--- src/rtl/pa_fpu_wb_pkg.sv ---
// Shared widths, source encoding and payload type for the FPU writeback arbiter.
package pa_fpu_wb_pkg;

  localparam int DATA_W = 32;
  localparam int FLAG_W = 5;
  localparam int RD_W   = 5;

  typedef enum logic {
    SRC_DP   = 1'b0,
    SRC_FDSU = 1'b1
  } wb_src_e;

  typedef struct packed {
    logic [DATA_W-1:0] data;
    logic [FLAG_W-1:0] fflags;
    logic [RD_W-1:0]   rd;
  } wb_payload_t;

endpackage

--- src/rtl/pa_fpu_wb_arb_if.sv ---
// Bus bundle between the FPU result sources, the FP register file, CSR and IDU forwarding.
interface pa_fpu_wb_arb_if
  import pa_fpu_wb_pkg::*;
();

  logic              dp_ex2_req;
  logic [DATA_W-1:0] dp_ex2_data;
  logic [FLAG_W-1:0] dp_ex2_fflags;
  logic [RD_W-1:0]   dp_ex2_rd;
  logic              dp_ex2_stall;

  logic              fdsu_wb_vld;
  logic [DATA_W-1:0] fdsu_wb_data;
  logic [FLAG_W-1:0] fdsu_wb_fflags;
  logic [RD_W-1:0]   fdsu_wb_rd;
  logic              fdsu_wb_ack;

  logic              wb_vld;
  logic [DATA_W-1:0] wb_data;
  logic [FLAG_W-1:0] wb_fflags;
  logic [RD_W-1:0]   wb_rd;
  logic              wb_rdy;

  logic              flush;
  logic              csr_fflags_wen;
  logic [FLAG_W-1:0] csr_fflags_wdata;
  logic [FLAG_W-1:0] fflags_acc;

  logic              fwd_vld;
  logic [DATA_W-1:0] fwd_data;
  logic [RD_W-1:0]   fwd_rd;

  modport slave (
    input  dp_ex2_req, dp_ex2_data, dp_ex2_fflags, dp_ex2_rd,
    output dp_ex2_stall,
    input  fdsu_wb_vld, fdsu_wb_data, fdsu_wb_fflags, fdsu_wb_rd,
    output fdsu_wb_ack,
    output wb_vld, wb_data, wb_fflags, wb_rd,
    input  wb_rdy,
    input  flush, csr_fflags_wen, csr_fflags_wdata,
    output fflags_acc,
    output fwd_vld, fwd_data, fwd_rd
  );

  modport master (
    output dp_ex2_req, dp_ex2_data, dp_ex2_fflags, dp_ex2_rd,
    input  dp_ex2_stall,
    output fdsu_wb_vld, fdsu_wb_data, fdsu_wb_fflags, fdsu_wb_rd,
    input  fdsu_wb_ack,
    input  wb_vld, wb_data, wb_fflags, wb_rd,
    output wb_rdy,
    output flush, csr_fflags_wen, csr_fflags_wdata,
    input  fflags_acc,
    input  fwd_vld, fwd_data, fwd_rd
  );

endinterface

--- src/rtl/pa_fpu_wb_rr.sv ---
// Two-way round-robin picker; the pointer names the source that wins the next conflict.
module pa_fpu_wb_rr
  import pa_fpu_wb_pkg::*;
(
  input  logic cpuclk,
  input  logic cpurst,
  input  logic req_dp,
  input  logic req_fdsu,
  input  logic en,
  input  logic conflict,
  output logic gnt_dp,
  output logic gnt_fdsu
);

  wb_src_e ptr_q, ptr_d;

  always_ff @(posedge cpuclk or posedge cpurst) begin
    if (cpurst) ptr_q <= SRC_FDSU;
    else        ptr_q <= ptr_d;
  end

  // Pointer moves only when a conflict was actually resolved, handing priority to the loser.
  always_comb begin
    ptr_d    = ptr_q;
    gnt_dp   = 1'b0;
    gnt_fdsu = 1'b0;
    if (en) begin
      gnt_dp   = req_dp   & (~req_fdsu | (ptr_q == SRC_DP));
      gnt_fdsu = req_fdsu & (~req_dp   | (ptr_q == SRC_FDSU));
      if (conflict)
        ptr_d = (ptr_q == SRC_FDSU) ? SRC_DP : SRC_FDSU;
    end
  end

endmodule

--- src/rtl/pa_fpu_wb_arb.sv ---
// FPU writeback arbiter: one-entry output stage, sticky fflags and optional IDU forwarding.
// Define PA_FPU_WB_FWD_EN to drive the forwarding port from the output stage.
module pa_fpu_wb_arb
  import pa_fpu_wb_pkg::*;
(
  input  logic            cpuclk,
  input  logic            cpurst,
  pa_fpu_wb_arb_if.slave  bus
);

  logic        load_en, grant_en, conflict, dp_grant, fdsu_grant, handshake;
  logic        vld_q;
  wb_payload_t stage_q;
  logic [FLAG_W-1:0] acc_q;

  // Reset gates grants so a held FDSU result is never acked while the block is in reset.
  assign load_en   = ~vld_q | bus.wb_rdy;
  assign grant_en  = load_en & ~bus.flush & ~cpurst;
  assign conflict  = bus.dp_ex2_req & bus.fdsu_wb_vld;
  assign handshake = vld_q & bus.wb_rdy & ~bus.flush;

  pa_fpu_wb_rr u_rr (
    .cpuclk   (cpuclk),
    .cpurst   (cpurst),
    .req_dp   (bus.dp_ex2_req),
    .req_fdsu (bus.fdsu_wb_vld),
    .en       (grant_en),
    .conflict (conflict),
    .gnt_dp   (dp_grant),
    .gnt_fdsu (fdsu_grant)
  );

  assign bus.dp_ex2_stall = bus.dp_ex2_req & ~dp_grant & ~bus.flush & ~cpurst;
  assign bus.fdsu_wb_ack  = bus.fdsu_wb_vld & fdsu_grant;

  always_ff @(posedge cpuclk or posedge cpurst) begin
    if (cpurst) begin
      vld_q   <= 1'b0;
      stage_q <= '0;
    end else if (bus.flush) begin
      vld_q   <= 1'b0;
    end else if (dp_grant) begin
      vld_q   <= 1'b1;
      stage_q <= '{data: bus.dp_ex2_data, fflags: bus.dp_ex2_fflags, rd: bus.dp_ex2_rd};
    end else if (fdsu_grant) begin
      vld_q   <= 1'b1;
      stage_q <= '{data: bus.fdsu_wb_data, fflags: bus.fdsu_wb_fflags, rd: bus.fdsu_wb_rd};
    end else if (bus.wb_rdy) begin
      vld_q   <= 1'b0;
    end
  end

  // A CSR write replaces the sticky flags but still folds in a retiring result's flags.
  always_ff @(posedge cpuclk or posedge cpurst) begin
    if (cpurst)
      acc_q <= '0;
    else if (bus.csr_fflags_wen)
      acc_q <= bus.csr_fflags_wdata | (handshake ? stage_q.fflags : '0);
    else if (handshake)
      acc_q <= acc_q | stage_q.fflags;
  end

  assign bus.wb_vld     = vld_q;
  assign bus.wb_data    = stage_q.data;
  assign bus.wb_fflags  = stage_q.fflags;
  assign bus.wb_rd      = stage_q.rd;
  assign bus.fflags_acc = acc_q;

`ifdef PA_FPU_WB_FWD_EN
  assign bus.fwd_vld  = vld_q & ~bus.flush;
  assign bus.fwd_data = stage_q.data;
  assign bus.fwd_rd   = stage_q.rd;
`else
  assign bus.fwd_vld  = 1'b0;
  assign bus.fwd_data = '0;
  assign bus.fwd_rd   = '0;
`endif

endmodule

--- src/flat_wrapper.sv ---
// flat-port wrapper written by rule: the top's interface ports become plain ports
module pa_fpu_wb_arb_flat import pa_fpu_wb_pkg::*;
  (cpuclk, cpurst, bus_dp_ex2_req, bus_dp_ex2_data, bus_dp_ex2_fflags, bus_dp_ex2_rd, bus_dp_ex2_stall, bus_fdsu_wb_vld, bus_fdsu_wb_data, bus_fdsu_wb_fflags, bus_fdsu_wb_rd, bus_fdsu_wb_ack, bus_wb_vld, bus_wb_data, bus_wb_fflags, bus_wb_rd, bus_wb_rdy, bus_flush, bus_csr_fflags_wen, bus_csr_fflags_wdata, bus_fflags_acc, bus_fwd_vld, bus_fwd_data, bus_fwd_rd);
  pa_fpu_wb_arb_if bus_i ();
  input  logic cpuclk;
  input  logic cpurst;
  input wire logic [$bits(bus_i.dp_ex2_req)-1:0] bus_dp_ex2_req;
  input wire logic [$bits(bus_i.dp_ex2_data)-1:0] bus_dp_ex2_data;
  input wire logic [$bits(bus_i.dp_ex2_fflags)-1:0] bus_dp_ex2_fflags;
  input wire logic [$bits(bus_i.dp_ex2_rd)-1:0] bus_dp_ex2_rd;
  output wire logic [$bits(bus_i.dp_ex2_stall)-1:0] bus_dp_ex2_stall;
  input wire logic [$bits(bus_i.fdsu_wb_vld)-1:0] bus_fdsu_wb_vld;
  input wire logic [$bits(bus_i.fdsu_wb_data)-1:0] bus_fdsu_wb_data;
  input wire logic [$bits(bus_i.fdsu_wb_fflags)-1:0] bus_fdsu_wb_fflags;
  input wire logic [$bits(bus_i.fdsu_wb_rd)-1:0] bus_fdsu_wb_rd;
  output wire logic [$bits(bus_i.fdsu_wb_ack)-1:0] bus_fdsu_wb_ack;
  output wire logic [$bits(bus_i.wb_vld)-1:0] bus_wb_vld;
  output wire logic [$bits(bus_i.wb_data)-1:0] bus_wb_data;
  output wire logic [$bits(bus_i.wb_fflags)-1:0] bus_wb_fflags;
  output wire logic [$bits(bus_i.wb_rd)-1:0] bus_wb_rd;
  input wire logic [$bits(bus_i.wb_rdy)-1:0] bus_wb_rdy;
  input wire logic [$bits(bus_i.flush)-1:0] bus_flush;
  input wire logic [$bits(bus_i.csr_fflags_wen)-1:0] bus_csr_fflags_wen;
  input wire logic [$bits(bus_i.csr_fflags_wdata)-1:0] bus_csr_fflags_wdata;
  output wire logic [$bits(bus_i.fflags_acc)-1:0] bus_fflags_acc;
  output wire logic [$bits(bus_i.fwd_vld)-1:0] bus_fwd_vld;
  output wire logic [$bits(bus_i.fwd_data)-1:0] bus_fwd_data;
  output wire logic [$bits(bus_i.fwd_rd)-1:0] bus_fwd_rd;
  assign bus_i.dp_ex2_req = bus_dp_ex2_req;
  assign bus_i.dp_ex2_data = bus_dp_ex2_data;
  assign bus_i.dp_ex2_fflags = bus_dp_ex2_fflags;
  assign bus_i.dp_ex2_rd = bus_dp_ex2_rd;
  assign bus_dp_ex2_stall = bus_i.dp_ex2_stall;
  assign bus_i.fdsu_wb_vld = bus_fdsu_wb_vld;
  assign bus_i.fdsu_wb_data = bus_fdsu_wb_data;
  assign bus_i.fdsu_wb_fflags = bus_fdsu_wb_fflags;
  assign bus_i.fdsu_wb_rd = bus_fdsu_wb_rd;
  assign bus_fdsu_wb_ack = bus_i.fdsu_wb_ack;
  assign bus_wb_vld = bus_i.wb_vld;
  assign bus_wb_data = bus_i.wb_data;
  assign bus_wb_fflags = bus_i.wb_fflags;
  assign bus_wb_rd = bus_i.wb_rd;
  assign bus_i.wb_rdy = bus_wb_rdy;
  assign bus_i.flush = bus_flush;
  assign bus_i.csr_fflags_wen = bus_csr_fflags_wen;
  assign bus_i.csr_fflags_wdata = bus_csr_fflags_wdata;
  assign bus_fflags_acc = bus_i.fflags_acc;
  assign bus_fwd_vld = bus_i.fwd_vld;
  assign bus_fwd_data = bus_i.fwd_data;
  assign bus_fwd_rd = bus_i.fwd_rd;
  pa_fpu_wb_arb u_core (.cpuclk(cpuclk), .cpurst(cpurst), .bus(bus_i));
endmodule
--- config.mk ---
export PLATFORM = sky130hd
export DESIGN_NAME = pa_fpu_wb_arb_flat
export DESIGN_NICKNAME = d
export VERILOG_FILES = /design/src/rtl/pa_fpu_wb_pkg.sv /design/src/rtl/pa_fpu_wb_arb_if.sv /design/src/rtl/pa_fpu_wb_rr.sv /design/src/rtl/pa_fpu_wb_arb.sv /design/src/flat_wrapper.sv
export SDC_FILE = /design/constraint.sdc
export NUM_CORES = 1
export LEC_CHECK = 0
export CAP_MARGIN = 0
export CORE_UTILIZATION = 38
export CTS_CLUSTER_DIAMETER = 40
export DETAILED_ROUTE_END_ITERATION = 10
export GPL_TIMING_DRIVEN = 0
export MAX_ROUTING_LAYER = met4
export PLACE_DENSITY = 0.8
export SETUP_SLACK_MARGIN = 0.1
export SLEW_MARGIN = 20
export SYNTH_ARGS = -nofsm -noshare
export SYNTH_HDL_FRONTEND = slang
export SYNTH_SLANG_ARGS = --single-unit
--- constraint.sdc ---
create_clock -name cpuclk -period 1.9 [get_ports cpuclk]
set_input_delay 0.19 -clock cpuclk [delete_from_list [all_inputs] [get_ports cpuclk]]
set_output_delay 0.19 -clock cpuclk [all_outputs]
set_load 0.01 [all_outputs]
==> results, run 1 <==
- The flow ran to the end, and the final reports show no timing, DRC or antenna violations.
- By area the synthesized netlist is led by dfrtp_1, a31oi_1, o31ai_1.
- For this run, the leading register cell type out of synthesis is dfrtp_1.
- The most common cell after layout, fill and taps aside is clkdlybuf4s50_1.
- The number of buffers inserted by port buffering is 144.
- The clock latency on the worst-skew pair is 0.30 ns.
- After synthesis, the netlist uses 28 different library cells.
- The number of inserted diodes is 0.
- The total of flip-flops plus latches after synthesis is 49.
- The number of cell instances on the worst register-to-register path is 5.
- The total number of clock tree sinks is 49.
- The worst hold slack across all endpoints is 0.0540 ns.
- The tightest slew margin relative to the limit is 66.3%.
- The worst clock skew is 0.00681 ns.
- The setup TNS is 0 ns.
- The antenna violation net count after detailed routing is 0.
- The HPWL after detailed placement is 7.85 mm.
- The area of the mapped netlist is 3070 µm².
- In the layout the commonest cells are clkdlybuf4s50_1, a31oi_1, dfrtp_1.
- The worst flop-to-flop path endpoint is u_core.bus.wb_data[21]$_DFFE_PP0P_.
- The post-route cell area is 4950 µm².
- The switching share of power is 31.5%.
- In this run the power density over the cells is 710 nW/µm².
- The number of top-level design ports is 184.
- The congestion estimate from routability-driven global placement came to 0.830.
- Cells with a size suffix above 1 make up 14.3% of the layout.
- The worst ir drop on vdd is 0.365 mV.
- The number of hold buffers added after CTS is 0.
- The pre-CTS setup slack is -0.484 ns.
- Max-cap violations in this run came to 0.
- The share of total power in combinational logic is 38.8%.
- In this run the core area contains 32 standard-cell rows.
- The wire length reported by the detailed router is 10.6 mm.
- The die boundary width is 91.9 µm.
- Setup repair after global routing could not meet its margin everywhere.
- The routed length per placed instance is 16.9 µm.
- The worst setup path is launched from a flop.
- For the worst setup path, the data arrival time is 1.56 ns.
- The first TritonRoute pass finished after 4 iterations.
- Counting the buffers created by CTS gives 5.
- The final count of pins violating max slew is 0.
- The last element of the critical path is bus_dp_ex2_stall.
- The clock network is responsible for 22.2% of the overall power.
- Summed over all instances, the cell type with the most area after synthesis is dfrtp_1.
- Counting every instance in the synthesized netlist gives 335.
- In this run the critical register-to-register path is launched from u_core.u_rr.ptr_q$_DFFE_PP1P_.
- The maximum fanout encountered on the critical timing path is 10.
- The number of global-route vias before repair came to 3394.
- The DRC violations left is 0.
- The iteration-0 DRC count of the detailed router is 175.
- The share of synthesized flip-flops with an asynchronous set or reset is 100%.
- In this run, flip-flops and latches consume 39.0% of the power.
- The internal power of the cells totals 2.41 mW.
- The die covers 8450 µm².
- The core region area is 7770 µm².
- The fraction of the yosys area taken by sequential cells is 39.9%.
- The worst setup path is captured at an output pin.
- The setup check on the worst reg-to-reg path leaves a slack of 0.23 ns.
- The type of the worst setup path is flop to output pin.
- TritonCTS built the clock tree.
- Using the TritonRoute via totals, the vias-per-cell ratio works out to 5.51.
- The shortest period the worst path allows is 1.75 ns.
- The vertical die dimension is 91.9 µm.
- For this configuration, the core starts out at a cell density of 39.6%.
- The hold violation count in the final report is 0.
- The via count is 3459.
- The minimum setup slack in the final design is 0.151 ns.
- The first global-routing pass estimated 16.5 mm of wire.
- The synthesis-to-finish area growth is 61.2%.
- Counting flops with a built-in enable in the synthesized netlist gives 0.
- The clock slew at the register clock pins of the worst setup and hold paths is 0.09 ns.
- The Yosys step of the flow raised 0 warnings.
- In this run the cell area measured after placement is 4800 µm².
- Setup violations remaining at the end of the flow were counted as 0.
- The analysis attributes to cell leakage a power of 1.94 nW.
- The worst path uses 92.0% of the clock period.
- The clock tree root driver cell is clkbuf_8.
- The achievable clock frequency is 572 MHz.
- The share of the core filled with cells is 63.8%.
- The share of synthesized area in the top cell type comes to 39.1%.
- The number of buffers on the longest clock path is 2.
- After synthesis, the mean cell area works out to 9.18 µm².
- After the last flow step, the layout net total stands at 621.
- The worst endpoint required time is 1.71 ns.
- Entering global routing, the biggest net connects 34 pins.
- The total routing resource utilization after global routing is 25.1%.
- After global routing the overflow that remains totals 0.
- The tightest min-delay check is of the input pin to asynchronous set/reset pin type.
- The most critical setup path has its startpoint at u_core.bus.wb_vld$_DFFE_PP0P_.
- The slew of the pin with the lowest slew margin is 0.505 ns.
- The number of antenna violations at the first check in global routing is 0.
- The net switching power is 1.11 mW.
- The H-tree level count is 2.
what timing repair did:
item / in CTS / in global routing
resized for setup: 20 / 8
pin swaps: 0 / 0
setup buffers: 1 / 0
endpoints found under the setup margin: 2 / 31
worst min path at each step:
| stage | startpoint | to | slack, ns | cells past startpoint |
|---|---|---|---|---|
| CTS | cpurst | u_core.bus.wb_data[24]$_DFFE_PP0P_ | 0.06 | 2 |
| floorplan | bus_flush | u_core.bus.wb_vld$_DFFE_PP0P_ | 0.26 | 1 |
| global route | cpurst | u_core.bus.wb_data[24]$_DFFE_PP0P_ | 0.08 | 2 |
| detailed placement | u_core.u_rr.ptr_q$_DFFE_PP1P_ | u_core.u_rr.ptr_q$_DFFE_PP1P_ | 0.52 | 1 |
| global placement | u_core.u_rr.ptr_q$_DFFE_PP1P_ | u_core.u_rr.ptr_q$_DFFE_PP1P_ | 0.51 | 1 |
| finish | cpurst | u_core.bus.wb_rd[0]$_DFFE_PP0P_ | 0.05 | 2 |
state kept, by name, indices dropped and copies added (netlist names):
name / flops
u_core.bus.wb_vld: 1
u_core.bus.fflags_acc: 5
u_core.bus.wb_data: 32
u_core.u_rr.ptr_q: 1
u_core.bus.wb_fflags: 5
u_core.bus.wb_rd: 5
logic make-up (layout without fill, tap and decap cells):
group | Yosys count | count (layout) | share of synthesized area (%)
AO/OA/AOI/OAI | 136 | 136 | 30.4
buffers and inverters | 89 | 243 | 17.4
AND/OR/NAND/NOR | 59 | 59 | 11.8
flip-flops | 49 | 49 | 39.9
other | 1 | 38 | 0.122
XOR/XNOR | 1 | 1 | 0.285
worst max-delay path, cell delays in order (launching register included):
cell	delay [ns]
dfrtp_1	0.38
nand2b_1	0.06
buf_2	0.16
buf_6	0.15
buf_4	0.17
a211oi_2	0.17
buf_2	0.16
per-layer routing:
metal  global-route usage [%]  vias to the layer above  part of all wire [%]
li1                         -                     1627                     -
met4                     5.47                        0                   1.1
met3                     4.64                       11                   8.6
met1                     30.8                     1641                    41
met5                        -                        -                     0
met2                     43.0                      180                    49
final cells by class:
class	instances	area (µm²)
Buffer	87	561
Clock buffer	7	86.3
Clock inverter	1	30.0
Fill cell	685	2810
Inverter	2	7.51
Multi-Input combinational cell	234	1460
Sequential cell	49	1230
Tap cell	102	128
Timing Repair Buffer	146	1460
synthesized netlist by cell type, drive strengths merged (2+ instances only):
cell and number:
clkbuf 32, or2 2, o31ai 42, a31oi 84
nor2 3, nand4 43, buf 55, nand2 2
dfrtp 48, nor2b 6, inv 2, a221o 5
metrics by stage:
stage               total power, mW  std cells
global route                   3.67        628
detailed placement             2.74        619
floorplan                      2.00        372
finish                         3.52        628
global placement               2.70        618
CTS                            3.51        628
power by group through the flow:
| stage | Clock (mW) | Combinational, mW | Sequential (mW) |
|---|---|---|---|
| after floorplan | 0 | 0.552 | 1.45 |
| after global placement | 0 | 1.32 | 1.38 |
| after detailed placement | 0 | 1.35 | 1.39 |
| after CTS | 0.784 | 1.36 | 1.37 |
| after global routing | 0.816 | 1.46 | 1.40 |
| final | 0.781 | 1.37 | 1.37 |
Note: power is estimated with default switching activity, not from simulation.
==> run 2: changes to the inputs <==
Settings changed: ABC_AREA from default to 1, CAP_MARGIN 0 to 20.
==> results, run 2 <==
- The area of the die came to 8570 µm² (was 8450 µm²).
- The type of the worst setup path is flop to output pin (unchanged).
- Setup repair after global routing missed its margin: true (unchanged).
- The number of global-route vias before repair is 2964 (was 3394).
- The tightest slew margin relative to the limit was 57.2% (was 66.3%).
- The total of endpoints with negative setup slack in the final report is 0 (unchanged).
- The hold-critical path endpoint is u_core.bus.fflags_acc[2]$_DFFE_PP0P_.
- The worst hold path was traced through 3 stages.
- The routed length per placed instance is 12.4 µm (was 16.9 µm).
- The iteration-0 DRC count of the detailed router is 107 (was 175).
- The share of cell area taken by muxes after synthesis is 1.61% (was 0%).
- The area of the mapped netlist is 3120 µm² (was 3070 µm²).
- The dominant combinational cell family by area after synthesis is simple AND/OR/NAND/NOR gates (was compound AO/OA/AOI/OAI gates).
- The slew of the pin with the lowest slew margin came to 0.641 ns (was 0.505 ns).
- The global route total overflow was 0 (unchanged).
- The number of buffers on the longest clock path is 2 (unchanged).
- The worst flop-to-flop path endpoint was u_core.bus.wb_data[27]$_DFFE_PP0P_ (was u_core.bus.wb_data[21]$_DFFE_PP0P_).
- The worst endpoint required time is 1.71 ns (about the same).
- The clock slew at the register clock pins of the worst setup and hold paths was 0.09 ns (about the same).
- The flop-to-flop setup slack came to 0.34 ns (was 0.23 ns).
- The number of cell instances on the worst register-to-register path was 7 (was 5).
- The fraction of the yosys area taken by sequential cells is 39.4% (was 39.9%).
- The antenna violation net count after detailed routing is 0 (unchanged).
- The pin count of the biggest net entering global routing is 29 (was 34).
- The area used by multi-input combinational logic is 1400 µm² (was 1460 µm²).
- The worst hold slack across all endpoints is 0.314 ns (was 0.0540 ns).
- The number of enable-type register cells in the synthesized netlist came to 0 (unchanged).
- The most frequent cell after synthesis is nand2_1 (was a31oi_1).
- The worst clock skew came to 0.00704 ns (was 0.00681 ns).
- The flip-flop count of the largest register, all copies and words added is 32 (unchanged).
- The reg-to-reg startpoint is u_core.bus.wb_vld$_DFFE_PP0P_ (was u_core.u_rr.ptr_q$_DFFE_PP1P_).
- The wire length reported by the detailed router came to 8.70 mm (was 10.6 mm).
- The count of TritonRoute iterations in the first routing pass is 5 (was 4).
- The net total in the final layout is 696 (was 621).
- Commonest cells after routing, fill and taps aside: clkdlybuf4s50_1, nand2_1, nand3_1 (was clkdlybuf4s50_1, a31oi_1, dfrtp_1).
- The per-instance average area after synthesis is 7.70 µm² (was 9.18 µm²).
- The number of top-level design ports is 184 (unchanged).
- The detailed placer's ending HPWL is 6.68 mm (was 7.85 mm).
- The share of synthesized flip-flops with an asynchronous set or reset is 100% (unchanged).
- The fraction of the cycle the final worst path needs was 92.0% (about the same).
- The post-synthesis share of cell area spent on xor and xnor gates is 0.281% (was 0.285%).
- The shortest period the worst path allows came to 1.75 ns (about the same).
- The register area is 1230 µm² (unchanged).
- The most common flop cell mapped by yosys is dfrtp_1 (unchanged).
- The cell total after placement is 689 (was 619).
- The vertical die dimension is 92.6 µm (was 91.9 µm).
- The library cell with the largest summed area after synthesis is dfrtp_1 (unchanged).
- The final non-filler cell total is 703 (was 628).
- The DRC violations left is 0 (unchanged).
- The simple logic cell fraction of the synthesized area is 27.0% (was 11.8%).
- The filler cell count in the final layout came to 677 (was 685).
- The hold violation count in the final report is 0 (unchanged).
- The critical path endpoint category is an output pin (unchanged).
- The synthesis-to-finish area growth was 60.8% (was 61.2%).
- The distinct cell type count after synthesis came to 22 (was 28).
- The via count is 3180 (was 3459).
- The number of buffers inserted by port buffering came to 144 (unchanged).
- The total of flip-flops plus latches after synthesis is 49 (unchanged).
- The maximum fanout encountered on the critical timing path is 10 (unchanged).
- The number of warning messages in the yosys log is 0 (unchanged).
- The starting utilization of the core area is 39.7% (was 39.6%).
- The final weighted congestion in routability-driven placement is 0.760 (was 0.830).
- The clock tree root driver cell is clkbuf_8 (unchanged).
- The final count of pins violating max slew is 0 (unchanged).
- The H-tree level count is 2 (unchanged).
- The fraction of layout instances using a drive strength above 1 came to 14.0% (was 14.3%).
- The number of antenna violations at the first check in global routing is 0 (unchanged).
- The worst ir drop on vdd came to 0.388 mV (was 0.365 mV).
- The row count came to 32 (unchanged).
- The number of inserted diodes was 0 (unchanged).
- The startpoint identified for the worst hold timing path is bus_csr_fflags_wen.
- Most frequent cells after synthesis: nand2_1, nand3_1, inv_1 (was a31oi_1, dfrtp_1, nand4_1).
- The share of synthesized cell area in full adder, half adder and majority cells is 0% (unchanged).
- The total routing resource utilization after global routing is 21.6% (was 25.1%).
- Most area-consuming cells after synthesis: dfrtp_1, nand3_1, nand2_1 (was dfrtp_1, a31oi_1, o31ai_1).
- The power density over cell area is 802 nW/µm² (was 710 nW/µm²).
- The fraction of post-synthesis cell area in the top cell type by area is 38.5% (was 39.1%).
- The achievable clock frequency came to 572 MHz (about the same).
- The wire length of the first global-routing pass is 14.2 mm (was 16.5 mm).
- The total number of clock tree sinks is 49 (unchanged).
- The die boundary width came to 92.6 µm (was 91.9 µm).
- The critical path data arrival time was 1.56 ns (about the same).
- Result of the run: finished clean (unchanged).
- The number of cells produced by synthesis is 405 (was 335).
- The leakage power came to 2.51 nW (was 1.94 nW).
- The fraction of the mapped netlist area in compound gates was 11.4% (was 30.4%).
- The number of buffers created by CTS is 5 (unchanged).
- The core region area is 7850 µm² (was 7770 µm²).
- The clock latency on the worst-skew pair was 0.30 ns (about the same).
- The class of the most critical hold timing path was input pin to flop (was input pin to asynchronous set/reset pin).
- The most common cell after layout, fill and taps aside is clkdlybuf4s50_1 (unchanged).
- The CTS tree is built (unchanged).
- The number of max-cap violations is 0 (unchanged).
- The nature of the critical path startpoint is a flop (unchanged).
- The routed via count divided by cell count is 4.52 (was 5.51).
[run 2: cell types whose count changed after synthesis, moves of 6 or more]
| cell | previous run | this run |
|---|---|---|
| a31oi_1 | 83 | 0 |
| buf_2 | 5 | 14 |
| clkbuf_1 | 32 | 1 |
| inv_1 | 2 | 53 |
| nand2_1 | 2 | 89 |
| nand3_1 | 0 | 85 |
| nand4_1 | 43 | 2 |
| nor2b_1 | 6 | 0 |
| o21bai_1 | 0 | 42 |
| o31ai_1 | 42 | 0 |
[run 2: how the worst max path moves through the flow]
stage                                      endpoint  slack (ns)                           from  depth (start not counted)
6_report                            bus_fdsu_wb_ack        0.15  u_core.u_rr.ptr_q$_DFFE_PP1P_                          6
5_1_grt                             bus_fdsu_wb_ack        0.07  u_core.u_rr.ptr_q$_DFFE_PP1P_                          6
4_1_cts                             bus_fdsu_wb_ack        0.09  u_core.u_rr.ptr_q$_DFFE_PP1P_                          6
3_5_place_dp                        bus_fdsu_wb_ack       -0.38                     bus_wb_rdy                          7
3_3_place_gp        u_core.bus.wb_rd[4]$_DFFE_PP0P_       -0.55                         cpurst                          2
2_1_floorplan  u_core.bus.fflags_acc[0]$_DFFE_PP0P_        0.54                         cpurst                          1
[run 2: cell families (layout without fill, tap and decap cells)]
| logic type | after synthesis | count (layout) |
|---|---|---|
| AND/OR/NAND/NOR | 184 | 184 |
| flip-flops | 49 | 49 |
| other | 1 | 38 |
| multiplexers | 5 | 5 |
| XOR/XNOR | 1 | 1 |
| AO/OA/AOI/OAI | 48 | 48 |
| buffers and inverters | 117 | 276 |
[run 2: per-layer routing]
| layer | wire length [µm] | vias to the layer above | track usage, % | share of wire (%) |
|---|---|---|---|---|
| met4 | 77 | 0 | 5.08 | 0.89 |
| met2 | 4370 | 146 | 36.4 | 50 |
| met1 | 3610 | 1432 | 27.0 | 41 |
| met5 | 0 | - | - | 0 |
| met3 | 636 | 8 | 4.02 | 7.3 |
| li1 | - | 1594 | - | - |
[run 2: critical path, cell delays in order (launching register included)]
cell and delay (ns):
dfstp_2 0.54, inv_1 0.06, nand2_1 0.07, nand4_1 0.13, buf_6 0.18, inv_1 0.05
clkdlybuf4s15_1 0.24
[run 2: through the flow]
| step | setup slack (ns) | instance area (µm²) | power [mW] | utilization (%) | TNS, ns |
|---|---|---|---|---|---|
| 6_report | 0.153 | 5010 | 4.02 | 63.9 | 0 |
| 5_1_grt | 0.0685 | 5010 | 4.29 | 63.9 | 0 |
| 4_1_cts | 0.0942 | 5000 | 4.05 | 63.7 | 0 |
| 3_5_place_dp | -0.376 | 4850 | 3.35 | 61.8 | -0.647 |
| 3_3_place_gp | -0.554 | 4820 | 3.30 | 61.5 | -27.24 |
| 2_1_floorplan | 0.539 | 3260 | 2.35 | - | 0 |
[run 2: layout make-up]
| class | count | share of cell area (%) |
|---|---|---|
| repair buffers | 151 | 30.1 |
| multi-input cells | 276 | 28.0 |
| flip-flops and latches | 49 | 24.5 |
| plain buffers | 63 | 8.84 |
| inverters | 54 | 4.04 |
| well taps | 102 | 2.55 |
| clock buffers | 7 | 1.92 |
| clock inverters | 1 | 0.0999 |
[run 2: timing repair]
item | CTS | global route
gates cloned | 0 | 0
hold buffers | 0 | 0
pin swaps | 4 | 1
setup endpoints to repair | 2 | 15
buffers inserted | 5 | 1
gates resized for setup | 6 | 7
[run 2: report_power, final]
part	internal [mW]	switching, mW
Combinational	1.02	0.779
Sequential	1.36	0.189
Clock	0.330	0.341
Total	2.71	1.31
==> run 3: changes to the inputs <==
Settings changed: GPL_ROUTABILITY_DRIVEN from default to 0, PLACE_DENSITY 0.8 to 0.82.
==> results, run 3 (synthesis results as in run 2) <==
- The tightest slew margin relative to the limit is 53.4% (was 57.2%).
- The row count was 32 (unchanged).
- The routed via count divided by cell count is 4.63 (was 4.52).
- The DRC violations left is 0 (unchanged).
- The minimum setup slack in the final design is 0.115 ns (was 0.153 ns).
- The net total in the final layout is 696 (unchanged).
- The area of the die is 8570 µm² (unchanged).
- The fraction of the cycle the final worst path needs is 94.0% (was 92.0%).
- The total routing resource utilization after global routing is 22.2% (was 21.6%).
- The placement-stage cell area was 4850 µm² (unchanged).
- The number of top-level design ports came to 184 (unchanged).
- The pre-CTS setup slack is -0.363 ns (was -0.376 ns).
- The number of hold buffers added after CTS is 0 (unchanged).
- The number of global-route vias before repair was 3154 (was 2964).
- The antenna violation net count after detailed routing is 0 (unchanged).
- Commonest cells after routing, fill and taps aside: clkdlybuf4s50_1, nand2_1, nand3_1 (unchanged).
- The global route total overflow is 0 (unchanged).
- The total of endpoints with negative setup slack in the final report is 0 (unchanged).
- The global-route met3 utilization is 3.28% (was 4.02%).
- The fraction of layout instances using a drive strength above 1 was 13.5% (was 14.0%).
- The setup TNS came to 0 ns (unchanged).
- The leakage power was 2.50 nW (was 2.51 nW).
- The final non-filler cell total is 703 (unchanged).
- The H-tree level count is 2 (unchanged).
- The via count is 3252 (was 3180).
- The clock group share of total power is 15.3% (was 16.7%).
- The register area is 1230 µm² (unchanged).
- The critical path data arrival time is 1.60 ns (was 1.56 ns).
- The number of inserted diodes was 0 (unchanged).
- The number of buffers inserted by port buffering came to 144 (unchanged).
- The most common cell after layout, fill and taps aside was clkdlybuf4s50_1 (unchanged).
- The synthesis-to-finish area growth is 60.2% (was 60.8%).
- The flip-flop count of the largest register, all copies and words added is 32 (unchanged).
- The area used by multi-input combinational logic is 1400 µm² (unchanged).
- The worst clock skew was 0.00402 ns (was 0.00704 ns).
- The clock latency on the worst-skew pair came to 0.30 ns (about the same).
- The power density over cell area is 793 nW/µm² (was 802 nW/µm²).
- The vertical die dimension came to 92.6 µm (unchanged).
- The class of the most critical hold timing path is input pin to flop (unchanged).
- The final count of pins violating max slew is 0 (unchanged).
- The clock tree root driver cell was clkbuf_8 (unchanged).
- The internal power is 2.64 mW (was 2.71 mW).
- The post-route cell area is 4990 µm² (was 5010 µm²).
- The net switching power is 1.31 mW (about the same).
- The share of total power in combinational logic was 45.4% (was 44.8%).
- The met2 demand-to-capacity share in global routing came to 38.0% (was 36.4%).
- The wire length of the first global-routing pass is 14.6 mm (was 14.2 mm).
- The worst ir drop on vdd is 0.404 mV (was 0.388 mV).
- The nature of the critical path startpoint is a flop (unchanged).
- The total number of clock tree sinks came to 49 (unchanged).
- The routed length per placed instance is 12.7 µm (was 12.4 µm).
- The hold violation count in the final report is 0 (unchanged).
- The filler cell count in the final layout is 714 (was 677).
- The cell total after placement is 689 (unchanged).
- The worst endpoint required time was 1.71 ns (about the same).
- The clock slew at the register clock pins of the worst setup and hold paths is 0.09 ns (about the same).
- Setup repair after global routing missed its margin: true (unchanged).
- The die boundary width was 92.6 µm (unchanged).
- The core region area is 7850 µm² (unchanged).
- The number of buffers created by CTS was 5 (unchanged).
- The maximum fanout encountered on the critical timing path was 10 (unchanged).
- The wire length reported by the detailed router is 8.95 mm (was 8.70 mm).
- The slew of the pin with the lowest slew margin is 0.697 ns (was 0.641 ns).
- The peak-usage layer in the global routing report is met2 (unchanged).
- The number of max-cap violations came to 0 (unchanged).
- The detailed placer's ending HPWL is 6.78 mm (was 6.68 mm).
- The number of antenna violations at the first check in global routing is 0 (unchanged).
- The switching share of power was 33.2% (was 32.6%).
- Result of the run: finished clean (unchanged).
- The shortest period the worst path allows was 1.79 ns (was 1.75 ns).
- The iteration-0 DRC count of the detailed router was 110 (was 107).
- The type of the worst setup path is flop to output pin (unchanged).
- The critical path endpoint category is an output pin (unchanged).
- The share of total power in sequential cells is 39.3% (was 38.6%).
- The global routing usage on met1 is 26.8% (was 27.0%).
- The pin count of the biggest net entering global routing came to 31 (was 29).
- The count of TritonRoute iterations in the first routing pass is 4 (was 5).
- The CTS tree is built (unchanged).
- The starting utilization of the core area was 39.7% (unchanged).
- The achievable clock frequency is 560 MHz (was 572 MHz).
- The number of buffers on the longest clock path came to 2 (unchanged).
[run 3: cell count changes in the layout (fill, tap and decap cells not counted), sizes merged]
cell / previous run / this run
dlygate4sd2: 0 / 1
clkbuf: 12 / 13
clkdlybuf4s15: 1 / 0
dlymetal6s2s: 0 / 1
clkinv: 1 / 0
clkdlybuf4s50: 142 / 141
[run 3: worst paths after layout]
| kind | startpoint | endpoint | slack [ns] | cells after the start |
|---|---|---|---|---|
| max in group asynchronous | cpurst | u_core.bus.wb_data[5]$_DFFE_PP0P_ | 0.97 | 3 |
| worst max-delay path | u_core.u_rr.ptr_q$_DFFE_PP1P_ | bus_fdsu_wb_ack | 0.11 | 6 |
| worst min register to register | u_core.bus.fflags_acc[2]$_DFFE_PP0P_ | u_core.bus.fflags_acc[2]$_DFFE_PP0P_ | 0.50 | 2 |
| min in group asynchronous | cpurst | u_core.bus.wb_data[29]$_DFFE_PP0P_ | 0.40 | 2 |
| worst min-delay path | bus_flush | u_core.bus.wb_vld$_DFFE_PP0P_ | 0.16 | 2 |
| worst max register to register | u_core.u_rr.ptr_q$_DFFE_PP1P_ | u_core.bus.wb_data[4]$_DFFE_PP0P_ | 0.33 | 8 |
[run 3: final cells by class]
cell class                 count  share of cell area [%]
timing repair buffer         151                    30.3
multi-input combinational    276                    28.1
sequential                    49                    24.6
buffer                        63                    8.87
inverter                      54                    4.06
tap                          102                    2.56
clock buffer                   8                    1.60
[run 3: routing by layer]
| layer | vias to the layer above | wire length [µm] |
|---|---|---|
| met5 | - | 0 |
| met4 | 0 | 178 |
| met3 | 16 | 637 |
| met2 | 158 | 4380 |
| met1 | 1478 | 3750 |
| li1 | 1600 | - |
[run 3: per-stage QoR]
stage               utilization (%)  total power [mW]  hold WS [ns]
global placement               61.5              3.30         0.481
finish                         63.6              3.96         0.160
CTS                            63.4              3.97         0.317
detailed placement             61.8              3.35         0.489
global route                   63.6              4.21         0.172
floorplan                         -              2.35         0.256
[run 3: power groups by stage]
stage	combinational [mW]	sequential [mW]	clock [mW]
after global routing	1.96	1.59	0.650
after CTS	1.80	1.56	0.607
after floorplan	0.663	1.69	0
after global placement	1.74	1.56	0
final	1.80	1.56	0.605
after detailed placement	1.79	1.57	0
[run 3: what timing repair did]
| action | CTS | global route |
|---|---|---|
| setup endpoints to repair | 2 | 15 |
| pin swaps | 3 | 1 |
| setup buffers | 4 | 2 |
| gates resized for setup | 7 | 6 |
[run 3: critical path, stage by stage, from the launching register on]
cell and delay, ns:
dfstp_2 0.54, inv_1 0.05, nand2_1 0.07, nand4_1 0.15, buf_6 0.18, inv_1 0.05
dlygate4sd2_1 0.25
